<file path="src/rtl/alu_arbiter.sv">
`default_nettype none
// ============================================================================
// alu_arbiter: round-robin arbiter sharing one external ALU between two requesters
// Revision: 1.0
// ============================================================================
module alu_arbiter #(
    parameter int DATA_WIDTH = 32
) (
    input  logic                  clk,
    input  logic                  rst_n,
    input  logic                  req0_valid,
    output logic                  req0_ready,
    input  logic [DATA_WIDTH-1:0] req0_op1,
    input  logic [DATA_WIDTH-1:0] req0_op2,
    input  logic [2:0]            req0_ctrl,
    input  logic                  req1_valid,
    output logic                  req1_ready,
    input  logic [DATA_WIDTH-1:0] req1_op1,
    input  logic [DATA_WIDTH-1:0] req1_op2,
    input  logic [2:0]            req1_ctrl,
    output logic                  rsp0_valid,
    input  logic                  rsp0_ready,
    output logic [DATA_WIDTH-1:0] rsp0_result,
    output logic                  rsp0_eq,
    output logic                  rsp1_valid,
    input  logic                  rsp1_ready,
    output logic [DATA_WIDTH-1:0] rsp1_result,
    output logic                  rsp1_eq,
    output logic [DATA_WIDTH-1:0] alu_op1,
    output logic [DATA_WIDTH-1:0] alu_op2,
    output logic [2:0]            alu_ctrl,
    input  logic [DATA_WIDTH-1:0] alu_out,
    input  logic                  alu_eq,
    output logic                  busy,
    output logic                  grant_id
);

    localparam logic [1:0] c_IDLE = 2'd0;
    localparam logic [1:0] c_EXEC = 2'd1;
    localparam logic [1:0] c_RESP = 2'd2;

    logic [1:0]            r_state;
    logic                  r_last;
    logic                  r_grant;
    logic [DATA_WIDTH-1:0] r_op1;
    logic [DATA_WIDTH-1:0] r_op2;
    logic [2:0]            r_ctrl;
    logic [DATA_WIDTH-1:0] r_res0;
    logic [DATA_WIDTH-1:0] r_res1;
    logic                  r_eq0;
    logic                  r_eq1;

    logic w_idle;
    logic w_pick;
    logic w_ready0;
    logic w_ready1;
    logic w_hs;
    logic w_rsp_take;

    // On a tie the requester not served last wins; otherwise whoever is valid.
    assign w_idle     = (r_state == c_IDLE);
    assign w_pick     = (req0_valid && req1_valid) ? ~r_last : req1_valid;
    assign w_ready0   = rst_n & w_idle & req0_valid & ~w_pick;
    assign w_ready1   = rst_n & w_idle & req1_valid & w_pick;
    assign w_hs       = w_ready0 | w_ready1;
    assign w_rsp_take = (r_state == c_RESP) && (r_grant ? rsp1_ready : rsp0_ready);

    always_ff @(posedge clk) begin
        if (!rst_n) begin
            r_state <= c_IDLE;
            r_last  <= 1'b1;
            r_grant <= 1'b0;
            r_op1   <= '0;
            r_op2   <= '0;
            r_ctrl  <= 3'd0;
            r_res0  <= '0;
            r_res1  <= '0;
            r_eq0   <= 1'b0;
            r_eq1   <= 1'b0;
        end else begin
            case (r_state)
                c_IDLE: begin
                    if (w_hs) begin
                        r_op1   <= w_pick ? req1_op1  : req0_op1;
                        r_op2   <= w_pick ? req1_op2  : req0_op2;
                        r_ctrl  <= w_pick ? req1_ctrl : req0_ctrl;
                        r_grant <= w_pick;
                        r_last  <= w_pick;
                        r_state <= c_EXEC;
                    end
                end
                c_EXEC: begin
                    if (r_grant) begin
                        r_res1 <= alu_out;
                        r_eq1  <= alu_eq;
                    end else begin
                        r_res0 <= alu_out;
                        r_eq0  <= alu_eq;
                    end
                    r_state <= c_RESP;
                end
                c_RESP: begin
                    if (w_rsp_take) begin
                        r_state <= c_IDLE;
                    end
                end
                default: r_state <= c_IDLE;
            endcase
        end
    end

    // ALU inputs come straight from the latch registers so they hold between ops.
    assign alu_op1     = r_op1;
    assign alu_op2     = r_op2;
    assign alu_ctrl    = r_ctrl;
    assign req0_ready  = w_ready0;
    assign req1_ready  = w_ready1;
    assign rsp0_valid  = (r_state == c_RESP) && !r_grant;
    assign rsp1_valid  = (r_state == c_RESP) && r_grant;
    assign rsp0_result = r_res0;
    assign rsp1_result = r_res1;
    assign rsp0_eq     = r_eq0;
    assign rsp1_eq     = r_eq1;
    assign busy        = !w_idle;
    assign grant_id    = r_grant;

endmodule
`default_nettype wire
</file>
<file path="config.mk">
export PLATFORM = sky130hd
export DESIGN_NAME = alu_arbiter
export DESIGN_NICKNAME = d
export VERILOG_FILES = /design/src/rtl/alu_arbiter.sv
export SDC_FILE = /design/constraint.sdc
export NUM_CORES = 1
export LEC_CHECK = 0
export BUFFER_PORTS_ARGS = -buffer_cell sky130_fd_sc_hd__buf_2
export CAP_MARGIN = 40
export CORE_ASPECT_RATIO = 0.9
export CORE_MARGIN = 2
export CORE_UTILIZATION = 45
export DETAILED_ROUTE_END_ITERATION = 16
export PLACE_DENSITY = 0.87
export SLEW_MARGIN = 10
export SYNTH_ARGS = -nofsm -noshare
export SYNTH_HDL_FRONTEND = slang
export SYNTH_SLANG_ARGS = --single-unit
export TNS_END_PERCENT = 10
</file>
<file path="constraint.sdc">
create_clock -name clk -period 2.2 [get_ports clk]
set_clock_uncertainty 0.05 [all_clocks]
set_input_delay 0.66 -clock clk [delete_from_list [all_inputs] [get_ports clk]]
set_output_delay 0.66 -clock clk [all_outputs]
set_load 0.01 [all_outputs]
</file>
# [Word-level counts from Yosys, hierarchy flattened]
# Index checks and enable logic that the tools add are counted.
[word_totals] inputBits=173 output_inout_bits=139 word_cells=42 reg_bits=137
[classes] n_mux=8 n_reduce_logical=11 bitwise_logic=9 n_eq_ne=4
[ops] op="$mux 32" count=2
[ops] op="$reduce_and 2->1" count=4
[ops] op="$pmux 2 s3" count=1
[ops] op="$and 1x1->1" count=5
[ops] op="$logic_and 1x1->1" count=4
[ops] op="$mux 2" count=2
[ops] op="$mux 3" count=1
[ops] op="$not 1->1" count=3
[ops] op="$eq 2x1->1 const B" count=1
[ops] op="$eq 2x2->1 const B" count=1
[ops] op="$logic_not 1->1" count=2
[ops] op="$logic_not 2->1" count=1
[ops] op="$mux 1" count=2
[ops] op="$ne 2x1->1 const B" count=1
[ops] op="$ne 2x2->1 const B" count=1
[ops] op="$or 1x1->1" count=1

# [Logic depth before layout (Yosys ltp)]
[depth] depth_word=7 ltp_mapped=7 depth_no_buf=4

# [Worst setup path before layout]
# No wires, ideal clock.
[synth_timing] path_type="input to output" start="input req1_valid" end="output req0_ready" path_stages=4 setup_slack_ns=0.054 t_arrival_ns=1.436 path_buffers=2 required_ns=1.490 path_cell_list="nor2b_1 buf_2 clkbuf_1 nor3b_1"
[synth_between] elab_chain_cells=4
[synth_lines] item="from (decl)" line="16" source="input logic req1_valid,"
[synth_lines] item="$logic_and 1x1->1" line="62" source="assign w_pick = (req0_valid && req1_valid) ? ~r_last : req1_valid;"
[synth_lines] item="$mux 1 *" line="62"
[synth_lines] item="$not 1->1 *" line="63" source="assign w_ready0 = rst_n & w_idle & req0_valid & ~w_pick;"
[synth_lines] item="$and 1x1->1 *" line="63"
[synth_lines] item="to (decl)" line="12" source="output logic req0_ready,"
# Every way passes the cells marked *; elsewhere a longest branch is shown, timed or not.

# [Worst setup path in the final report]
[layout_timing] start="register r_state[1]" end="output rsp0_valid"
[layout_between] elab_chain_cells=2
[layout_lines] item="from (decl)" line="42" source="logic [1:0] r_state;"
[layout_lines] item="from (signal assigned)" line="70" source="r_state <= c_IDLE;"
[layout_lines] item="from (signal assigned)" line="100" source="r_state <= c_RESP;"
[layout_lines] item="from (signal assigned)" line="104" source="r_state <= c_IDLE;"
[layout_lines] item="$eq 2x2->1" line="118" source="assign rsp0_valid = (r_state == c_RESP) && !r_grant;"
[layout_lines] item="$logic_and 1x1->1" line="118"
[layout_lines] item="to (decl)" line="21" source="output logic rsp0_valid,"
# Every way passes these cells.

==> qor.csv <==
metric;value;unit
power.total;7.02;mW
finalSetupTns;0;ns
end_kind;output port;
cts_tree;done;
synth_compound_area_share;14.6;%
grt_pass1_wl;29600;um
cp_slowest_cell;dfxtp_1;
synthMuxAreaShare;0.169;%
period_needed;2.11;ns
final_cell_mix;buf_2, dfxtp_1, nand2_1;
min_path_type;register to register;
finalSetupViolations;0;
yosysWarnings;0;
antenna_found_initial;4;
dieArea;0.0141;mm^2
ff2ff_path_depth;4;
hold_ws;0.398;ns
rows;39;
vias;6327;
cts_max_level;4;
first_global_vias;5959;
drv_slew;0;
peakVddDrop;0.609;mV
initialDrtViolationCount;418;
cts_sinks;137;
pin_count;312;
powerDensity;864;mW/mm^2
area_delta_synth_final;37.4;%
rsz0062_at_grt;no;
insertion_delay;0.41;ns
final_common_cell;buf_2;
die_w;125;um
synth.distinct_cells;30;
clock_path_buffers;2;
drc;0;
post_drt_wl_per_cell;16.3;um
yosysSeqAreaShare;46.4;%
tightestPinTransition;0.763;ns
hold_depth;2;
synthAdderAreaFrac;0;%
antenna_left;0;
fp.dieH;113;um
start_util;46.3;%
final_nets;1146;
overflow;0;
synth_top_family_by_area;simple AND/OR/NAND/NOR gates;
slew_headroom;49.2;%
layout-drive-gt1-share;38.1;%
fin_crit_sh;96.1;%
synth_seq_cells;137;
timing.fmax;473;MHz
gp_congestion;0.841;
outcome;finished, final reports clean;
root_buffer;clkbuf_16;
syn_avg_cell_area;8.38;um^2
drt_first_pass_iters;5;
crit_path_max_fanout;7;
final_area;0.00813;mm^2
synth_xor_area_share;0;%
cpPeakStageDelay;0.43;ns
post-dp-hpwl;12300;um
crit_chain;buf_4 > nor3b_1 > buf_2;
worst_slack;0.0851;ns
dp_worst_setup_slack;0.208;ns
clk_pin_slew;0.06;ns
syn_nets;879;
arrival;1.40;ns
grt_max_degree;138;
synth-simple-area-share;32.8;%
cts_buffers;17;
synth_top_area_share;46.4;%
post_cts_buffers;0;
grtUsageTotal;25.8;%
syn-instance-count;706;
crit_required;1.49;ns
hold_viol_final;0;
drv_cap;0;
p_leak;3.59;nW
synth_area;0.00592;mm^2
numPortBuffers;311;
placed_cell_area;0.00752;mm^2
drt_wl_total;18800;um
path_class;register to output port;
via_per_inst;5.49;
core_area;0.0128;mm^2
startpoint_type;register;
synth.area.top_cells;dfxtp_1, nor3_1, nor4b_1, nand2_1, a21boi_0;
fillers;1069;
synth_area_leader_cell;dfxtp_1;
## repair_timing
action / CTS / global route
hold buffers: 0 / 0
endpoints found under the setup margin: 0 / 1
gates resized for setup: 0 / 1
## critical path: cells and delay by family, from the launching register on
family                 cells  cell delay, ns
buffers and inverters      2            0.38
flip-flops                 1            0.43
AND/OR/NAND/NOR            1            0.19
## flip-flops by register name, indices dropped and copies added, names as in the netlist
signal and cells:
alu_ctrl 3, r_state 2, rsp1_result 32, rsp1_eq 1
alu_op2 32, grant_id 1, r_last 1, rsp0_eq 1
alu_op1 32, rsp0_result 32
## power by group
part           internal (mW)  leakage, nW  switching [mW]
combinational          0.562         2.19           0.765
clock                   1.81        0.279            1.07
sequential              2.70         1.13           0.118
## per-layer routing
layer / routed length [um] / up-vias / track usage (%)
met5: 16 / - / 0
met4: 512 / 2 / 11.5
met3: 1660 / 42 / 8.79
met2: 9080 / 313 / 42.9
met1: 7490 / 2937 / 30.5
li1: - / 3033 / -
## layout make-up
cell class	instances	area (um^2)	share of cell area, %
multi-input combinational	490	2830	34.8
sequential	137	2740	33.8
timing repair buffer	326	1750	21.5
clock buffer	20	447	5.50
tap	164	205	2.53
clock inverter	11	148	1.82
antenna	3	7.51	0.0924
inverter	1	3.75	0.0462
## synth_stat cells
cell        n
mux2i_1     1
a21oi_1    67
and3_1      1
buf_2      27
nor3_2     10
a21boi_0   61
nor2_4      1
buf_1       3
a21bo_2     1
clkbuf_1   42
nor3b_1     2
nor2_1      1
nor2b_1     1
inv_2       1
nor3b_2     1
buf_4       2
nand3b_1    2
nand2b_1    1
or3b_1      1
a21boi_1    7
nand2_1   135
or2_2       2
or3b_2      1
buf_6       3
nor4b_1    67
nor3_1    124
dfxtp_1   137
a22oi_1     1
and3b_1     2
clkbuf_2    1
## kinds of logic (layout without fill, tap and decap cells)
logic type,count (synthesis),in the layout
AND/OR/NAND/NOR,352,352
AO/OA/AOI/OAI,137,137
flip-flops,137,137
buffers and inverters,79,358
multiplexers,1,1
other,0,3
## through the flow
stage                     utilization (%)  std cells
after global placement               58.8       1118
after detailed placement             58.8       1118
after global routing                 63.6       1152
after CTS                            63.5       1149
after floorplan                         -        706
final                                63.6       1152
## path summary, 6_finish.rpt
path | start | slack, ns | end
min | rsp0_result[21] | 0.40 | rsp0_result[21]
min reg2reg | rsp0_result[21] | 0.40 | rsp0_result[21]
max | r_state[1] | 0.09 | rsp0_valid
max reg2reg | r_state[1] | 0.43 | rsp0_result[14]
(Power assumes the default switching activity.)
